### config.mk
export PLATFORM = sky130hd
export DESIGN_NAME = mem_stage_lsu
export DESIGN_NICKNAME = d
export VERILOG_FILES = /design/src/rtl/core_pkg.sv /design/src/rtl/lsu_align.sv /design/src/rtl/mem_stage_lsu.sv
export SDC_FILE = /design/constraint.sdc
export NUM_CORES = 1
export LEC_CHECK = 0
export BUFFER_PORTS_ARGS = -buffer_cell sky130_fd_sc_hd__buf_2
export CAP_MARGIN = 20
export CORE_MARGIN = 2
export CORE_UTILIZATION = 40
export DETAILED_ROUTE_END_ITERATION = 12
export PLACE_DENSITY = 0.65
export SYNTH_ARGS = -nofsm -noshare
export SYNTH_HDL_FRONTEND = slang
export SYNTH_HIERARCHICAL = 1
export SYNTH_SLANG_ARGS = --single-unit
export TNS_END_PERCENT = 20
### constraint.sdc
create_clock -name clk -period 3.5 [get_ports clk]
set_input_delay 0.175 -clock clk [delete_from_list [all_inputs] [get_ports clk]]
set_output_delay 0.175 -clock clk [all_outputs]
set_load 0.005 [all_outputs]
### src/rtl/core_pkg.sv
// ----------------------------------------------------------------------------
// core_pkg
// Shared types and constants for the RV32 core memory stage.
//   XLEN         data / address width (only 32 is supported)
//   datatype_e   load/store width encoding taken straight from funct3
//   lsu_state_e  states of the memory-stage handshake FSM
//   rep_byte     replicate a byte into all four byte lanes
//   rep_half     replicate a halfword into both halfword lanes
// ----------------------------------------------------------------------------
package core_pkg;

   localparam int XLEN = 32;

   typedef enum logic [2:0] {
      DT_B  = 3'b000,
      DT_H  = 3'b001,
      DT_W  = 3'b010,
      DT_BU = 3'b100,
      DT_HU = 3'b101
   } datatype_e;

   typedef enum logic [1:0] {
      IDLE = 2'd0,
      REQ  = 2'd1,
      WAIT = 2'd2,
      DONE = 2'd3
   } lsu_state_e;

   function automatic logic [31:0] rep_byte(input logic [7:0] b);
      return {4{b}};
   endfunction

   function automatic logic [31:0] rep_half(input logic [15:0] h);
      return {2{h}};
   endfunction

endpackage

### src/rtl/lsu_align.sv
// ----------------------------------------------------------------------------
// lsu_align
// Purely combinational lane steering for the memory stage.
// Store side: byte strobes and lane-replicated write data.
// Load side : lane selection from the returned word plus sign/zero extension.
// Ports:
//   addr_lsb_i    low two bits of the effective address
//   datatype_i    funct3 width code (see core_pkg::datatype_e)
//   store_data_i  raw rs2/frs2 value
//   load_word_i   full word returned by data memory
//   wstrb_o       byte strobes for a store of this width/offset
//   wdata_o       store data replicated into every lane it may land in
//   load_data_o   extracted and extended load value
// ----------------------------------------------------------------------------
module lsu_align
   import core_pkg::*;
(
   input  logic [1:0]  addr_lsb_i,
   input  logic [2:0]  datatype_i,
   input  logic [31:0] store_data_i,
   input  logic [31:0] load_word_i,
   output logic [3:0]  wstrb_o,
   output logic [31:0] wdata_o,
   output logic [31:0] load_data_o
);

   datatype_e   dt_s;
   logic [31:0] byte_shift_s;
   logic [31:0] half_shift_s;
   logic [7:0]  byte_s;
   logic [15:0] half_s;

   assign dt_s = datatype_e'(datatype_i);

   // Bring the addressed byte / halfword down to bit 0. Halfwords ignore
   // addr[0] and words ignore both low bits, so no misalignment handling.
   assign byte_shift_s = load_word_i >> {addr_lsb_i, 3'b000};
   assign half_shift_s = load_word_i >> {addr_lsb_i[1], 4'b0000};
   assign byte_s       = byte_shift_s[7:0];
   assign half_s       = half_shift_s[15:0];

   // Store strobes and lane replication
   always_comb begin
      wstrb_o = 4'b0000;
      wdata_o = store_data_i;
      case (dt_s)
         DT_B, DT_BU: begin
            wstrb_o = 4'b0001 << addr_lsb_i;
            wdata_o = rep_byte(store_data_i[7:0]);
         end
         DT_H, DT_HU: begin
            wstrb_o = addr_lsb_i[1] ? 4'b1100 : 4'b0011;
            wdata_o = rep_half(store_data_i[15:0]);
         end
         DT_W: begin
            wstrb_o = 4'b1111;
            wdata_o = store_data_i;
         end
         default: begin
            // Undefined width code: write nothing.
            wstrb_o = 4'b0000;
            wdata_o = store_data_i;
         end
      endcase
   end

   // Load lane extraction and extension
   always_comb begin
      load_data_o = load_word_i;
      case (dt_s)
         DT_B:    load_data_o = {{24{byte_s[7]}}, byte_s};
         DT_H:    load_data_o = {{16{half_s[15]}}, half_s};
         DT_BU:   load_data_o = {24'h000000, byte_s};
         DT_HU:   load_data_o = {16'h0000, half_s};
         DT_W:    load_data_o = load_word_i;
         default: load_data_o = load_word_i;
      endcase
   end

endmodule

### src/rtl/mem_stage_lsu.sv
// ----------------------------------------------------------------------------
// mem_stage_lsu
// MEM stage of the 5-stage RV32 pipeline. Runs the req/ready + rvalid
// handshake with data memory for loads and stores, freezes the front of the
// pipeline until the access completes and registers the MEM/WB state.
// Ports:
//   clk, rst            core clock, synchronous active-high reset
//   ex_*                EX/MEM register contents (address, store data, ctrl)
//   stall_in            global stall from another stage
//   dm_req/dm_ready     request handshake to data memory
//   dm_addr             word-aligned address
//   dm_wstrb/dm_wdata   byte strobes (0 for loads) and lane-aligned data
//   dm_rvalid/dm_rdata  response (load word or write ack)
//   mem_stall           freeze IF..EX/MEM while an access is in flight
//   wb_*                MEM/WB register outputs
// ----------------------------------------------------------------------------
module mem_stage_lsu #(
   parameter int XLEN = core_pkg::XLEN
) (
   input  logic            clk,
   input  logic            rst,
   input  logic [XLEN-1:0] ex_aludata,
   input  logic [XLEN-1:0] ex_storedata,
   input  logic            ex_memread,
   input  logic            ex_memwrite,
   input  logic            ex_memtoreg,
   input  logic [4:0]      ex_rd,
   input  logic            ex_regwrite,
   input  logic            ex_floatwb,
   input  logic [2:0]      ex_datatype,
   input  logic            stall_in,
   output logic            dm_req,
   input  logic            dm_ready,
   output logic [XLEN-1:0] dm_addr,
   output logic [3:0]      dm_wstrb,
   output logic [XLEN-1:0] dm_wdata,
   input  logic            dm_rvalid,
   input  logic [XLEN-1:0] dm_rdata,
   output logic            mem_stall,
   output logic [XLEN-1:0] wb_aludata,
   output logic [XLEN-1:0] wb_loaddata,
   output logic            wb_memtoreg,
   output logic [4:0]      wb_rd,
   output logic            wb_regwrite,
   output logic            wb_floatwb
);

   import core_pkg::*;

   logic            op_s;
   logic            is_store_s;
   logic [3:0]      strb_s;
   logic [XLEN-1:0] wdata_s;
   logic [XLEN-1:0] load_ext_s;

   lsu_state_e      state_q;
   logic [XLEN-1:0] hold_q;

   logic [XLEN-1:0] wb_aludata_q,  wb_aludata_d;
   logic [XLEN-1:0] wb_loaddata_q, wb_loaddata_d;
   logic            wb_memtoreg_q, wb_memtoreg_d;
   logic [4:0]      wb_rd_q,       wb_rd_d;
   logic            wb_regwrite_q, wb_regwrite_d;
   logic            wb_floatwb_q,  wb_floatwb_d;

   // A simultaneous read+write request is handled as a load.
   assign op_s       = ex_memread | ex_memwrite;
   assign is_store_s = ex_memwrite & ~ex_memread;

   lsu_align u_align (
      .addr_lsb_i   (ex_aludata[1:0]),
      .datatype_i   (ex_datatype),
      .store_data_i (ex_storedata),
      .load_word_i  (dm_rdata),
      .wstrb_o      (strb_s),
      .wdata_o      (wdata_s),
      .load_data_o  (load_ext_s)
   );

   // The EX/MEM register is frozen by mem_stall, so address, strobes and
   // data stay stable for as long as the request is outstanding.
   assign dm_addr  = {ex_aludata[XLEN-1:2], 2'b00};
   assign dm_wstrb = is_store_s ? strb_s : 4'b0000;
   assign dm_wdata = wdata_s;

   // Request goes out in the same cycle the op shows up in IDLE; REQ keeps
   // it asserted until memory accepts.
   assign dm_req    = ((state_q == IDLE) & op_s) | (state_q == REQ);
   assign mem_stall = op_s & (state_q != DONE);

   // Handshake FSM and response holding register
   always_ff @(posedge clk) begin
      if (rst) begin
         state_q <= IDLE;
         hold_q  <= '0;
      end else begin
         case (state_q)
            IDLE: begin
               if (op_s) begin
                  state_q <= dm_ready ? WAIT : REQ;
               end else begin
                  state_q <= IDLE;
               end
            end
            REQ: begin
               if (dm_ready) begin
                  state_q <= WAIT;
               end else begin
                  state_q <= REQ;
               end
            end
            WAIT: begin
               // stall_in deliberately has no say here: the response is
               // captured now and DONE absorbs the global stall.
               if (dm_rvalid) begin
                  state_q <= DONE;
                  hold_q  <= load_ext_s;
               end else begin
                  state_q <= WAIT;
               end
            end
            DONE: begin
               // Parked until the pipeline moves; never reissues.
               if (!stall_in) begin
                  state_q <= IDLE;
               end else begin
                  state_q <= DONE;
               end
            end
            default: begin
               state_q <= IDLE;
            end
         endcase
      end
   end

   // MEM/WB next state: global stall holds, own stall bubbles, else capture
   always_comb begin
      wb_aludata_d  = wb_aludata_q;
      wb_loaddata_d = wb_loaddata_q;
      wb_memtoreg_d = wb_memtoreg_q;
      wb_rd_d       = wb_rd_q;
      wb_regwrite_d = wb_regwrite_q;
      wb_floatwb_d  = wb_floatwb_q;
      if (stall_in) begin
         wb_regwrite_d = wb_regwrite_q;
         wb_floatwb_d  = wb_floatwb_q;
      end else if (mem_stall) begin
         // Bubble: kill the register writes, leave the payload as is.
         wb_regwrite_d = 1'b0;
         wb_floatwb_d  = 1'b0;
      end else begin
         wb_aludata_d  = ex_aludata;
         wb_memtoreg_d = ex_memtoreg;
         wb_rd_d       = ex_rd;
         wb_regwrite_d = ex_regwrite;
         wb_floatwb_d  = ex_floatwb;
         if (op_s) begin
            wb_loaddata_d = hold_q;
         end else begin
            wb_loaddata_d = wb_loaddata_q;
         end
      end
   end

   // MEM/WB register
   always_ff @(posedge clk) begin
      if (rst) begin
         wb_aludata_q  <= '0;
         wb_loaddata_q <= '0;
         wb_memtoreg_q <= 1'b0;
         wb_rd_q       <= 5'd0;
         wb_regwrite_q <= 1'b0;
         wb_floatwb_q  <= 1'b0;
      end else begin
         wb_aludata_q  <= wb_aludata_d;
         wb_loaddata_q <= wb_loaddata_d;
         wb_memtoreg_q <= wb_memtoreg_d;
         wb_rd_q       <= wb_rd_d;
         wb_regwrite_q <= wb_regwrite_d;
         wb_floatwb_q  <= wb_floatwb_d;
      end
   end

   assign wb_aludata  = wb_aludata_q;
   assign wb_loaddata = wb_loaddata_q;
   assign wb_memtoreg = wb_memtoreg_q;
   assign wb_rd       = wb_rd_q;
   assign wb_regwrite = wb_regwrite_q;
   assign wb_floatwb  = wb_floatwb_q;

endmodule

==> summary.md <==
| Metric | Value |
|---|---|
| Status | complete, no violations |
| Die Y | 126.0 um |
| Worst-margin pin slew | 0.7815 ns |
| Chip Width | 126.0 um |
| Core ar. | 0.01453 mm2 |
| Nets@finish | 971 |
| Syn. warnings | 6 |
| Sw frac | 26.13% |
| Placed cell count | 1029 |
| Via count | 5022 |
| Worst setup SP type | primary input |
| Placed cell areas | 0.006918 mm2 |
| Final Hold Fails | 0 |
| # hold bufs at CTS | 0 |
| FP Rows | 44 |
| Gate power share | 16.9% |
| Synthesized area per cell | 8.840 um2 |
| Gr ovfl total | 0 |
| Total track usage | 18.99% |
| Reg2Reg Setup Slack | 1.86 ns |
| Ys async rst share | 0% |
| Clock net sink count | 106 |
| Clock Power Share | 37.0% |
| CP Launch Point | ex_datatype[1] |
| Ys flop type | dfxtp_1 |
| Initial cell density of the core | 41.00% |
| First-pass GRT wire length | 24.27 mm |
| Part of the cycle the worst path needs | 47.55% |
| Buffers on Ports | 253 |
| Most common cell after layout, fill and taps aside | buf_2 |
| Worst EP arrival | 1.49 ns |
| Setup crit end | dm_wdata[9] |
| Max-cap violations | 0 |
| Total wire length | 15.64 mm |
| Diodes inserted | 0 |
| DP Worst Slack | 1.485 ns |
| Leakage power | 3.119 nW |
| Fin area | 0.007231 mm2 |
| Routed wire per std cell | 14.95 um |
| Non-filler cells in the finished layout | 1046 |
| Post-route ant nets | 0 |
| Layout cells sized above 1 | 38.75% |
| Pre-Repair DR Iteration Count | 6 |
| CTS max path bufs | 2 |
| Commonest cells after routing, fill and taps aside | buf_2, nand2b_1, dfxtp_1 |
| Reg2Reg Depth | 4 |
| Final GP Congestion | 0.9090 |
| Final TNS setup | 0 ns |
| Worst Path Class, Setup | primary input to output pin |
| Vias per cell | 4.801 |
| Number of synthesized register bits | 106 |
| Clk pin slew, worst setup/hold paths | 0.07 ns |
| Mapped Area | 0.005958 mm2 |
| Gate Count Post-Synth | 674 |
| Relative slew slack | 47.90% |
| R2r startpoint | state_q[1] |
| PD cells | 379.1 mW/mm2 |
| Hold Crit Class | primary input to flip-flop |
| Clock latency on the worst-skew pair | 0.35 ns |
| Critical path required time | 3.32 ns |
| CTS tree | built |
| Post-synth EDFFs | 0 |
| DR DRC count | 0 |
| Die area | 0.01589 mm2 |
| Maximum vdd ir drop | 0.2341 mV |
| Clk root buf | clkbuf_16 |
| Post-cts resize count | 0 |
| Seq/Total Area, Yosys | 35.62% |
| Clk_skew | 0.007774 ns |
| CTS buffer count | 9 |
| WHS | 0.08646 ns |
| CP Max Fanout | 63 |
| Detailed Place HPWL | 11.74 mm |
| Vias in the first global route | 4708 |
| Setup crit end kind | output pin |
| Worst reg2reg endpoint | wb_aludata[2] |
| Netlist cell types | 40 |
| Largest net degree at the start of global routing | 98 |
| Fin worst setup slack | 1.836 ns |
| Antenna violations before repair | 0 |
| Synth-to-Final Area Change | 21.36% |
| FMAX | 0.6009 GHz |
| Seq pwr share | 46.1% |
| P_sw | 0.0007162 W |
| Setup Fix Bufs, Post-CTS | 0 |
| Final min period | 1.664 ns |
| Setup-failing EPs final | 0 |
| Internal Power | 0.002025 W |
| Slew Limit Fails | 0 |
| DRT iter0 DRCs | 226 |
| H-tree Lvls | 3 |
| RSZ-0062 raised after global routing | false |
| I/O pin cnt | 256 |
==> stage by stage <==
stage / util (%) / power [W]
floorplan: - / 0.001597
global placement: 47.60 / 0.001756
detailed placement: 47.60 / 0.001756
CTS: 49.61 / 0.002780
global route: 49.75 / 0.002878
finish: 49.75 / 0.002741
==> power groups by stage <==
stage                     registers, W  clock network (W)  logic, W
after detailed placement       0.00129                  0  0.000464
after global placement         0.00129                  0  0.000465
final                          0.00126            0.00101  0.000464
after floorplan                0.00129                  0  0.000306
after global routing           0.00127            0.00110  0.000511
after CTS                      0.00126            0.00105  0.000466
==> flip-flops by register name (all words and copies together), names as in the netlist <==
signal and count:
hold_q 32, state_q 2, wb_memtoreg 1, wb_loaddata 32, wb_aludata 32, wb_floatwb 1
wb_regwrite 1, wb_rd 5
==> area by class of cell <==
type | instances | area (um2)
clock buffers | 9 | 225.2
clock inverters | 7 | 67.56
fillers | 1451 | 7303
inverters | 2 | 8.758
multi-input cells | 479 | 3251
flip-flops and latches | 106 | 2122
well taps | 184 | 230.2
repair buffers | 259 | 1326
==> per-layer routing <==
layer / GRT usage (%) / share of wire, %
met3: 4.630 / 7.7
met1: 23.67 / 44
met5: 0 / 0
met2: 32.04 / 47
met4: 6.593 / 1.7
==> critical path: stages <==
cell	delay, ns
buf_2	0.13
buf_12	0.19
nor2_2	0.46
mux2_2	0.40
buf_2	0.13
==> how the worst min path moves through the flow <==
stage / start / slack, ns / to / depth (start not counted)
2_1_floorplan: ex_aludata[30] / 0.33 / wb_aludata[30] / 2
3_3_place_gp: hold_q[10] / 0.44 / hold_q[10] / 2
3_5_place_dp: ex_rd[2] / 0.45 / wb_rd[2] / 3
4_1_cts: ex_memtoreg / 0.07 / wb_memtoreg / 3
5_1_grt: ex_memtoreg / 0.08 / wb_memtoreg / 3
6_report: ex_rd[1] / 0.09 / wb_rd[1] / 3
==> Yosys cell counts, types with 2 or more instances <==
cell	n	area, um2
nor2b_1	20	125.1
clkbuf_1	25	93.84
nand2_2	6	37.54
nand2b_1	142	888.4
o21ai_2	15	131.4
buf_4	42	315.3
o21ai_1	5	25.02
o32ai_1	3	26.28
buf_6	5	56.30
buf_8	4	60.06
mux2i_1	79	790.8
mux2_2	26	292.8
buf_2	12	60.06
and2_1	4	25.02
nor2_1	8	30.03
a21oi_1	41	205.2
o21ai_0	11	55.05
nor2_2	2	12.51
a22oi_1	13	97.59
dfxtp_1	106	2122
o31ai_1	4	30.03
nand2_1	83	311.6
==> kinds of logic (layout without fill, tap and decap cells) <==
| family | Yosys count | in the layout | share of synthesized area, % |
|---|---|---|---|
| and+or+nand+nor | 274 | 274 | 25.37 |
| muxes | 106 | 106 | 18.37 |
| DFF | 106 | 106 | 35.62 |
| AOI/OAI and AO/OA | 97 | 97 | 10.60 |
| buffers and inverters | 90 | 277 | 9.975 |
| other | 1 | 2 | 0.06294 |
No activity file was read; power rests on OpenSTA's default activity.
